`src/rtl/prog_loader.sv`:
```
// prog_loader: streams program words into RAM, then releases the CPU from reset.
// Define LOADER_CHECKSUM_EN to treat the last word as a 16-bit sum of the preceding words.
module prog_loader #(
    parameter int AW = 8
) (
    input  logic          clk,
    input  logic          rst_n,
    input  logic          load_req,
    input  logic [AW-1:0] base_addr,
    input  logic          in_valid,
    output logic          in_ready,
    input  logic [15:0]   in_data,
    input  logic          in_last,
    output logic          ram_w_en,
    output logic [AW-1:0] ram_w_addr,
    output logic [15:0]   ram_w_data,
    output logic          cpu_rst_n,
    output logic          done,
    output logic          err,
    output logic [AW:0]   word_count
);
    typedef enum logic [1:0] {IDLE, LOAD, RUN, ERR} state_t;
    state_t state, next_state;
    logic [AW-1:0] ptr;
    logic xfer, start, wr, sum_ok, ptr_max;
    assign xfer    = in_valid && in_ready;
    assign start   = load_req && state != LOAD;
    assign ptr_max = &ptr;
`ifdef LOADER_CHECKSUM_EN
    logic [15:0] sum;
    assign wr     = xfer && !in_last;
    assign sum_ok = in_data == sum;
    always_ff @(posedge clk or negedge rst_n) begin
        if (!rst_n)
            sum <= '0;
        else if (start)
            sum <= '0;
        else if (wr)
            sum <= sum + in_data;
    end
`else
    assign wr     = xfer;
    assign sum_ok = 1'b1;
`endif
    always_ff @(posedge clk or negedge rst_n) begin
        if (!rst_n)
            state <= IDLE;
        else
            state <= next_state;
    end
    always_comb begin
        next_state = state;
        if (state == LOAD) begin
            if (xfer)
                next_state = in_last ? (sum_ok ? RUN : ERR) : (ptr_max ? ERR : LOAD);
        end else if (load_req) begin
            next_state = LOAD;
        end
    end
    // Release waits for the final strobe to clear so the last word lands before the CPU fetches.
    always_comb begin
        in_ready  = state == LOAD;
        done      = state == RUN && !ram_w_en;
        cpu_rst_n = done;
        err       = state == ERR;
    end
    always_ff @(posedge clk or negedge rst_n) begin
        if (!rst_n) begin
            ram_w_en   <= 1'b0;
            ram_w_addr <= '0;
            ram_w_data <= '0;
            ptr        <= '0;
            word_count <= '0;
        end else begin
            ram_w_en <= wr;
            if (start) begin
                ptr        <= base_addr;
                word_count <= '0;
            end else if (wr) begin
                ram_w_addr <= ptr;
                ram_w_data <= in_data;
                ptr        <= ptr_max ? ptr : ptr + AW'(1);
                word_count <= word_count + (AW+1)'(1);
            end
        end
    end
endmodule

```
`config.mk`:
```
export PLATFORM = sky130hd
export DESIGN_NAME = prog_loader
export DESIGN_NICKNAME = d
export VERILOG_FILES = /design/src/rtl/prog_loader.sv
export SDC_FILE = /design/constraint.sdc
export NUM_CORES = 1
export LEC_CHECK = 0
export ABC_AREA = 1
export CORE_MARGIN = 4
export CORE_UTILIZATION = 42
export DETAILED_ROUTE_END_ITERATION = 10
export PLACE_DENSITY = 0.86
export SLEW_MARGIN = 25
export SYNTH_ARGS = -nofsm -noshare
export SYNTH_HDL_FRONTEND = slang
export SYNTH_SLANG_ARGS = --single-unit
export TNS_END_PERCENT = 10
```
`constraint.sdc`:
```
create_clock -name clk -period 1.2 [get_ports clk]
set_input_delay 0.24 -clock clk [delete_from_list [all_inputs] [get_ports clk]]
set_output_delay 0.24 -clock clk [all_outputs]
set_load 0.1 [all_outputs]
```
==> summary.txt, run 1 <==
Run status
  • Status: complete, but fails checks
  • Failing checks: setup timing

Drt
  • Routed wire length: 6980 um
  • Routed wire length per instance: 15.9 um
  • Routed via count: 2,299
  • Initial detailed-routing violation count: 211
  • First-pass iteration count of the detailed router: 4
  • Final antenna-violating net count: 0
  • # DRC: 0
  • Via density: 5.25

Global route
  • Global-route wire length before repair: 11,600 um
  • Vias in the first global route: ~2,400
  • GRT Overall Usage: 0.239
  • Grt ovf: 0
  • Met2 global-route usage: 0.428
  • Largest net degree at the start of global routing: 45
  • Met3 Resource Use GR: 0.0767
  • Antenna violations before repair: 0
  • Most Crowded Layer GR: met2
  • GR Util met1: 0.251

Layout
  • Number of fill cells: 270
  • Layout cells sized above 1: 0.307
  • Seq. cell area: between 1000 and 1500 um^2
  • Final Util: 0.768
  • Syn-to-layout area delta: 73.1%
  • Final-stage net count: between 400 and 500
  • Total inserted antenna cells: 0
  • Multi-input logic area: 925 um^2
  • Post-Layout Cell Count: 438

STA
  • Max-slew violation count: 0
  • Part of the cycle the worst path needs: 1.30
  • Fmax: about 0.64 GHz
  • Fin crit period: between 1500 and 2000 ps
  • Slew HR: 0.814
  • Final setup fails: 52
  • Unrepaired setup endpoints after global routing: yes
  • Slew of the pin with the lowest slew margin: roughly 280 ps
  • Final setup margin: -361 ps
  • Hold violation total from the final report: 0
  • Clock skew: 6.73 ps

Floorplanning
  • Starting Density: 0.444
  • DIE WIDTH: between 70 and 80 um
  • Die Height: ~80 um
  • Placeable Area: 4850 um^2
  • I/O pin cnt: between 60 and 70
  • Die ar.: 6330 um^2
  • # rows: 25

Synthesis
  • Count of unique library cells instantiated by Yosys: 28
  • Cells after Synth: 271
  • Post-synthesis area per instance: around 7.9 um^2
  • Syn nets: 302
  • Yosys warns: 0
  • Synthesized flop and latch total: 44
  • Sequential area share after synthesis: 0.512
  • Post-synthesis cell area: 2150 um^2

Critical path
  • Crit-path max cell delay: 390 ps
  • Crit-path leading delay family: buffers and inverters
  • Crit-path max FO: 2
  • Crit path depth: 4
  • Worst Path Buf+Inv: 3
  • Startpoint Class: flip-flop
  • Worst EP arrival: around 1300 ps
  • Worst path required time: 960 ps
  • CP cell instances: inv_2, buf_6, nor3_4, buf_12
  • R2r worst-path depth: 8
  • Critical path type: reg2out
  • Critical path endpoint category: output port
  • Crit path max-delay cell type: dfrtp_1

Place
  • Placed insts: approximately 430
  • PortBufs: 66
  • Gp weighted congestion: 0.870
  • DP Wirelength: 4880 um
  • Setup WS pre-CTS: -339 ps

Clock tree
  • Num CTS Buffers: 5
  • Insertion delay to the later sink of the worst-skew pair: roughly 300 ps
  • Clk pin slew, worst setup/hold paths: approximately 90 ps
  • CTS tree: built
  • Clock Root Buffer: clkbuf_8
  • H-Tree Level Count: 2
  • CTS Buffer Depth: 2
  • # clock sinks: 44

Worst hold path
  • Worst min-delay path category: in2async

Run
  • Max-Cap Viols: 0
stage by stage:
stage	hold WS [ps]	setup TNS, ps	area [um^2]
final	435	-5560	3720
after global routing	478	-9000	3720
after CTS	449	-5490	3700
after detailed placement	235	-11510	3500
after global placement	235	-9040	3500
after floorplan	-55.6	-7290	2230
per-layer routing:
metal | part of all wire | up-vias | routed length, um
li1 | - | 1046 | -
met1 | 0.36 | 1089 | 2520
met2 | 0.51 | 137 | 3550
met3 | 0.090 | 27 | 630
met4 | 0.041 | 0 | 283
met5 | 0 | - | 0
kinds of logic (layout without fill, tap and decap cells):
group,after synthesis,count (layout),synth area share
AND/OR/NAND/NOR,157,157,0.315
flip-flops,44,44,0.512
buffers and inverters,38,138,0.0832
AO/OA/AOI/OAI,29,29,0.0739
adder cells (fa/ha/maj),2,2,0.0116
XOR/XNOR,1,1,0.00407
flip-flops by register name, summed over array words and instances, names as in the netlist:
register    cells
ram_w_data     16
word_count      9
ptr             8
ram_w_addr      8
state           2
ram_w_en        1
layout make-up:
class,instances,area share
Inverter,29,0.0313
Timing Repair Buffer,101,0.367
Multi-Input combinational cell,189,0.248
Sequential cell,44,0.301
Tap cell,67,0.0225
Clock inverter,3,0.0114
Clock buffer,5,0.0185
cell usage in the layout (no fill, tap or decap), types with 2 or more instances in the layout:
cell	n
buf_4	26
clkbuf_8	5
nor2_2	3
dfrtp_1	33
o21ai_0	15
buf_12	39
nor2_1	4
nand2_4	5
clkdlybuf4s50_1	27
a21oi_1	3
o21bai_1	2
o21ai_1	6
nand2_1	113
dfrtp_4	3
buf_6	5
inv_2	3
nand4_1	7
nand2_2	2
or2_2	2
nand3_1	14
dfrtp_2	8
nor2_4	2
inv_1	24
path summary, 6_finish.rpt:
| path | start | endpoint | slack, ps |
|---|---|---|---|
| setup / recovery | state[1] | done | -360 |
| hold / removal | rst_n | ram_w_data[13] | 440 |
| setup reg to reg | state[0] | ptr[6] | -220 |
| hold reg to reg | ptr[4] | ptr[4] | 540 |
| max in group asynchronous | rst_n | word_count[1] | 540 |
| min in group clk | in_data[7] | ram_w_data[7] | 470 |
worst min-delay path, delay by kind of cell:
kind,cells,cell delay [ps]
buf+inv,3,880
cells in the mapped netlist:
| master | n | area share |
|---|---|---|
| nor3_1 | 2 | 0.0047 |
| a21oi_1 | 3 | 0.0070 |
| inv_1 | 27 | 0.047 |
| a2bb2oi_1 | 1 | 0.0041 |
| a22o_1 | 1 | 0.0041 |
| buf_4 | 4 | 0.014 |
| nand2_2 | 1 | 0.0029 |
| or2_2 | 2 | 0.0058 |
| and3_1 | 1 | 0.0029 |
| nand4_1 | 7 | 0.020 |
| nand2_4 | 4 | 0.021 |
| nand3_1 | 14 | 0.033 |
| o21ai_0 | 17 | 0.040 |
| nand2_1 | 115 | 0.20 |
| inv_2 | 1 | 0.0017 |
| o21bai_1 | 2 | 0.0070 |
| nor2_2 | 1 | 0.0029 |
| or2_1 | 1 | 0.0029 |
| buf_6 | 2 | 0.010 |
| dfrtp_1 | 44 | 0.51 |
| nand3_2 | 1 | 0.0047 |
| nor2_1 | 8 | 0.014 |
| o22ai_1 | 1 | 0.0029 |
| o21ai_1 | 4 | 0.0093 |
| ha_1 | 2 | 0.012 |
| buf_2 | 3 | 0.0070 |
| inv_4 | 1 | 0.0029 |
| xnor2_1 | 1 | 0.0041 |
what timing repair did:
action	CTS	global route
gates cloned	1	0
pin swaps	3	2
endpoints found under the hold margin	44	0
gates resized for setup	13	6
endpoints found under the setup margin	52	59
hold buffers	1	0
buffers inserted	1	2
Power of run 1 is not shown: default switching activity piles up to over one toggle a cycle in this logic, so the estimate is an artifact.
==> run 2: changes to the inputs <==
--- a/config.mk
+++ b/config.mk
@@ -14,4 +14,4 @@
 export SYNTH_ARGS = -nofsm -noshare
 export SYNTH_HDL_FRONTEND = slang
 export SYNTH_SLANG_ARGS = --single-unit
-export TNS_END_PERCENT = 10
+export TNS_END_PERCENT = 30
==> run 2 against run 1 <==
The flow still finishes with violations (setup timing); cell area rose by 9.4%; register-to-register slack got worse by 200 ps; worst setup slack got worse by 78 ps; final cell count rose by 3.4%; flip-flop and latch count did not move; core utilization rose by 7.2 points; via count rose by 3.9%; critical path depth did not move; critical path type unchanged; critical endpoint is now cpu_rst_n; highest routed layer unchanged.
==> summary.txt, run 2 (synthesis gave the netlist of run 1 again) <==
STA
  • Slew of the pin with the lowest slew margin: 537 ps (was 278 ps)
  • Clock skew: 10.7 ps (was 6.73 ps)
  • Part of the cycle the worst path needs: 1.37 (was 1.30)
  • Fmax: 0.610 GHz (was 0.641 GHz)
  • Slew HR: 0.641 (was 0.814)
  • Max-slew violation count: 0 (unchanged)
  • Hold violation total from the final report: 0 (unchanged)
  • Final setup margin: -439 ps (was -361 ps)
  • Final setup fails: 55 (was 52)
  • Unrepaired setup endpoints after global routing: yes (unchanged)
  • Fin crit period: 1640 ps (was 1560 ps)

Drt
  • Initial detailed-routing violation count: 224 (was 211)
  • Via density: 5.27 (was 5.25)
  • Routed wire length: 7950 um (was 6980 um)
  • First-pass iteration count of the detailed router: 4 (unchanged)
  • # DRC: 0 (unchanged)
  • Routed via count: 2,388 (was 2,299)
  • Final antenna-violating net count: 0 (unchanged)
  • Routed wire length per instance: 17.6 um (was 15.9 um)

Clock tree
  • Insertion delay to the later sink of the worst-skew pair: 330 ps (was 300 ps)
  • CTS tree: built (unchanged)
  • Clk pin slew, worst setup/hold paths: 100 ps (was 90 ps)
  • CTS Buffer Depth: 2 (unchanged)
  • Clock Root Buffer: clkbuf_8 (unchanged)
  • Num CTS Buffers: 5 (unchanged)
  • # clock sinks: 44 (unchanged)
  • H-Tree Level Count: 2 (unchanged)

Global route
  • Vias in the first global route: 2,406 (was 2,420)
  • Antenna violations before repair: 0 (unchanged)
  • Grt ovf: 0 (unchanged)
  • Global-route wire length before repair: 11,400 um (was 11,600 um)
  • Largest net degree at the start of global routing: 45 (unchanged)
  • GRT Overall Usage: 0.237 (was 0.239)

Critical path
  • Critical path endpoint category: output port (unchanged)
  • Crit-path max FO: 2 (unchanged)
  • Worst path required time: 960 ps (about the same)
  • Critical path type: reg2out (unchanged)
  • Startpoint Class: flip-flop (unchanged)
  • Worst EP arrival: 1400 ps (was 1320 ps)

Floorplanning
  • # rows: 25 (unchanged)
  • Die Height: 79.6 um (unchanged)
  • I/O pin cnt: 67 (unchanged)
  • Starting Density: 0.444 (unchanged)
  • Placeable Area: 4850 um^2 (unchanged)
  • DIE WIDTH: 79.6 um (unchanged)
  • Die ar.: 6330 um^2 (unchanged)

Place
  • DP Wirelength: 4580 um (was 4880 um)
  • Setup WS pre-CTS: -351 ps (was -339 ps)
  • Gp weighted congestion: 0.901 (was 0.870)
  • PortBufs: 66 (unchanged)

Layout
  • Top flop regs: ram_w_data x16, word_count x9 (unchanged)
  • Final-stage net count: 416 (was 401)
  • Commonest non-fill, non-tap cells in the layout: nand2_1 (98), buf_12 (40), dfrtp_1 (34) (was nand2_1 (113), buf_12 (39), dfrtp_1 (33))
  • Syn-to-layout area delta: 89.4% (was 73.1%)
  • Layout cells sized above 1: 0.396 (was 0.307)
  • Commonest non-fill, non-tap cell in the layout: nand2_1 (unchanged)
  • Total inserted antenna cells: 0 (unchanged)
  • Top reg by flops: ram_w_data (unchanged)
  • Max reg flops: 16 (unchanged)

Run
  • Max-Cap Viols: 0 (unchanged)

Worst hold path
  • Worst min-delay path category: in2async (unchanged)

Run status
  • Status: complete, but fails checks (unchanged)
  • Failing checks: setup timing (unchanged)
-- run 2: changes by cell type in the layout (fill, tap and decap cells not counted), sizes merged --
cell,before,now
clkinvlp,1,3
buf,72,85
clkbuf,5,6
bufinv,1,0
nand2,120,121
bufbuf,1,0
-- run 2: area by class of cell --
class | instances | area, um^2
clock inverter | 3 | 23.8
clock buffer | 5 | 68.8
sequential | 44 | 1130
multi-input combinational | 190 | 1100
tap | 67 | 83.8
inverter | 29 | 135
timing repair inverter | 1 | 6.26
fill | 230 | 776
timing repair buffer | 114 | 1520
-- run 2: worst max-delay path, stage by stage (launching register included) --
cell     delay, ps
dfrtp_1        410
buf_6          130
nor3_4         220
buf_6          140
buf_12         160
-- run 2: final timing paths --
kind,startpoint,end,slack (ps),depth (start not counted)
min in group clk,in_data[11],ram_w_data[11],450,3
min reg2reg,ram_w_data[11],ram_w_data[11],550,2
min,rst_n,ram_w_data[14],410,3
max,state[0],cpu_rst_n,-440,4
max reg2reg,state[1],word_count[3],-420,10
max in group asynchronous,rst_n,word_count[4],550,3
-- run 2: what timing repair did --
item                                    4_1_cts  5_1_grt
resized for setup                            27       41
buffers inserted                             11        4
endpoints found under the setup margin       46       60
hold buffers                                  1        0
endpoints found under the hold margin        44        0
pin swaps                                     5       21
cloned                                        2        1
-- run 2: through the flow --
stage | util | std cells | TNS, ps | hold WS, ps | area (um^2)
detailed placement | 0.738 | 426 | -12420 | 238 | 3580
global route | 0.840 | 453 | -15400 | 445 | 4070
CTS | 0.804 | 448 | -10330 | 434 | 3900
finish | 0.840 | 453 | -13050 | 409 | 4070
floorplan | - | 271 | -2880 | -55.6 | 2290
global placement | 0.738 | 426 | -11180 | 233 | 3580
-- run 2: metal layers --
metal / routed length [um] / track usage / share of wire / vias to the layer above
li1: - / - / - / 1079
met1: 2960 / 0.264 / 0.37 / 1130
met2: 3900 / 0.396 / 0.49 / 136
met3: 672 / 0.0734 / 0.085 / 43
met4: 422 / 0.137 / 0.053 / 0
met5: 0 / 0 / 0 / -
Power of run 2 is left out for the same reason.
==> run 3: changes to the inputs <==
--- a/config.mk
+++ b/config.mk
@@ -7,9 +7,9 @@
 export LEC_CHECK = 0
 export ABC_AREA = 1
 export CORE_MARGIN = 4
-export CORE_UTILIZATION = 42
+export CORE_UTILIZATION = 46
 export DETAILED_ROUTE_END_ITERATION = 10
-export PLACE_DENSITY = 0.86
+export PLACE_DENSITY_LB_ADDON = 0.08
 export SLEW_MARGIN = 25
 export SYNTH_ARGS = -nofsm -noshare
 export SYNTH_HDL_FRONTEND = slang
==> constraint.sdc (replaced) <==
create_clock -name clk -period 1.8 [get_ports clk]
set_input_delay 0.36 -clock clk [delete_from_list [all_inputs] [get_ports clk]]
set_output_delay 0.36 -clock clk [all_outputs]
set_load 0.1 [all_outputs]
==> run 3 against run 2 <==
The run now ends clean; clock skew shrank 6.0 ps; via count is 17% lower; die area shrank 7.8%; count of clock-buffer cells in the layout is 3 higher; register-to-register slack gained 760 ps; non-clock buffer count shrank 41; flip-flop and latch count did not move; first-iteration DRC count down 49%; cell area decreased by 18%; sequential share of layout area grew 5.1 points; worst setup slack gained 600 ps; critical path type unchanged.
==> summary.txt, run 3 (synthesis gave the netlist of run 1 again) <==
Critical path
  • Critical path endpoint category: output port (unchanged)
  • Worst EP arrival: 1280 ps (was 1400 ps)
  • Crit path max-delay cell type: dfrtp_1 (unchanged)
  • Crit-path leading delay family: flip-flops (was buffers and inverters)
  • Crit-path max cell delay: 450 ps (was 410 ps)
  • Worst Path Buf+Inv: 1 (was 3)
  • Startpoint Class: flip-flop (unchanged)
  • Worst path required time: 1440 ps (was 960 ps)
  • CP cell instances: nor3_4, buf_12 (was buf_6, nor3_4, buf_6, buf_12)
  • Critical path type: reg2out (unchanged)
  • Crit-path max FO: 4 (was 2)

Floorplanning
  • DIE WIDTH: 76.4 um (was 79.6 um)
  • Die Height: 76.4 um (was 79.6 um)
  • Die ar.: 5830 um^2 (was 6330 um^2)
  • Placeable Area: 4440 um^2 (was 4850 um^2)
  • Starting Density: 0.484 (was 0.444)
  • I/O pin cnt: 67 (unchanged)
  • # rows: 24 (was 25)

Drt
  • # DRC: 0 (unchanged)
  • M1 WL: 2190 um (was 2960 um)
  • Via density: 5.00 (was 5.27)
  • Initial detailed-routing violation count: 115 (was 224)
  • DR top layer: met4 (unchanged)
  • Routed wire length: 5060 um (was 7950 um)
  • Length of routed met2 wiring: 2530 um (was 3900 um)
  • Final antenna-violating net count: 0 (unchanged)
  • First-pass iteration count of the detailed router: 4 (unchanged)
  • Routed wire length per instance: 12.8 um (was 17.6 um)
  • Routed via count: 1,976 (was 2,388)
  • WL met3: 296 um (was 672 um)

Layout
  • Commonest non-fill, non-tap cells in the layout: nand2_1 (115), dfrtp_1 (43), buf_12 (39) (was nand2_1 (98), buf_12 (40), dfrtp_1 (34))
  • Max reg flops: 16 (unchanged)
  • Final-stage net count: 373 (was 416)
  • Number of fill cells: 324 (was 230)
  • Syn-to-layout area delta: 56.1% (was 89.4%)
  • Commonest non-fill, non-tap cell in the layout: nand2_1 (unchanged)
  • Top flop regs: ram_w_data x16, word_count x9 (unchanged)
  • Layout cells sized above 1: 0.187 (was 0.396)
  • Top reg by flops: ram_w_data (unchanged)
  • Multi-input logic area: 882 um^2 (was 1100 um^2)
  • Post-Layout Cell Count: 395 (was 453)
  • Seq. cell area: 1100 um^2 (was 1130 um^2)
  • Final Instance Area: 3360 um^2 (was 4070 um^2)
  • Total inserted antenna cells: 0 (unchanged)
  • Final Util: 0.755 (was 0.840)

Clock tree
  • CTS Buffer Depth: 2 (unchanged)
  • Clk pin slew, worst setup/hold paths: 80 ps (was 100 ps)
  • CTS tree: built (unchanged)
  • Clock Root Buffer: clkbuf_8 (unchanged)
  • H-Tree Level Count: 2 (unchanged)
  • Num CTS Buffers: 5 (unchanged)
  • Insertion delay to the later sink of the worst-skew pair: 290 ps (was 330 ps)
  • PostCTS Resize Cnt: 0 (was 27)
  • # clock sinks: 44 (unchanged)

Place
  • Area after DPL: 3260 um^2 (was 3580 um^2)
  • DP Wirelength: 3860 um (was 4580 um)
  • Placed insts: 386 (was 426)
  • PortBufs: 66 (unchanged)
  • Gp weighted congestion: 0.857 (was 0.901)

STA
  • Clock skew: 4.69 ps (was 10.7 ps)
  • Fin crit period: 1640 ps
  • Final setup fails: 0 (was 55)
  • Fmax: 0.610 GHz
  • Slew of the pin with the lowest slew margin: 339 ps (was 537 ps)
  • Part of the cycle the worst path needs: 0.910
  • Unrepaired setup endpoints after global routing: no (was yes)
  • Max-slew violation count: 0 (unchanged)
  • Hold violation total from the final report: 0 (unchanged)
  • Slew HR: 0.774 (was 0.641)

Run status
  • Status: completed (was complete, but fails checks)

Global route
  • Vias in the first global route: 1,922 (was 2,406)
  • Antenna violations before repair: 0 (unchanged)
  • Grt ovf: 0 (unchanged)
  • Largest net degree at the start of global routing: 27 (was 45)
  • Global-route wire length before repair: 8740 um (was 11,400 um)
  • GRT Overall Usage: 0.180 (was 0.237)

Run
  • Max-Cap Viols: 0 (unchanged)

Worst hold path
  • Worst min-delay path category: in2async (unchanged)
## run 3: changes by cell type in the layout (fill, tap and decap cells not counted), moves of 5 or more
| cell | previous run | this run |
|---|---|---|
| buf_4 | 27 | 5 |
| buf_6 | 12 | 0 |
| buf_8 | 5 | 0 |
| dfrtp_1 | 34 | 43 |
| dfrtp_4 | 8 | 1 |
| nand2_1 | 98 | 115 |
| nand2_2 | 15 | 1 |
| nand2_8 | 6 | 0 |
| o21ai_0 | 6 | 17 |
| o21ai_1 | 12 | 4 |
## run 3: cell type report
class | count | share of cell area
sequential | 44 | 0.329
timing repair buffer | 73 | 0.329
multi-input combinational | 189 | 0.263
inverter | 29 | 0.0332
clock buffer | 8 | 0.0268
tap | 52 | 0.0194
## run 3: metal layers
layer  up-vias  global-route usage
met1       915               0.227
li1        991                   -
met3         6              0.0426
met4         0              0.0380
met5         -                   0
met2        64               0.315
## run 3: per-stage QoR
| step | hold slack [ps] | TNS (ps) | worst slack [ps] |
|---|---|---|---|
| floorplan | 64.4 | -490 | -288 |
| global placement | 276 | 0 | 146 |
| detailed placement | 284 | 0 | 115 |
| CTS | 501 | 0 | 159 |
| global route | 516 | 0 | 110 |
| finish | 496 | 0 | 162 |
## run 3: path summary, 6_finish.rpt
path                                 end  slack, ps           from  cells after the start
max                            cpu_rst_n        160       state[0]                      2
min                        ram_w_data[9]        500          rst_n                      2
max reg2reg                       ptr[7]        340         ptr[0]                      8
min reg2reg                ram_w_data[6]        540  ram_w_data[6]                      2
max in group asynchronous       ram_w_en        760          rst_n                      3
min in group clk           ram_w_data[6]        540  ram_w_data[6]                      2
## run 3: timing repair
| action | CTS | global route |
|---|---|---|
| setup buffers | 0 | 0 |
| endpoints found under the hold margin | 13 | 0 |
| hold buffers | 1 | 0 |
Power of run 3 is left out for the same reason.
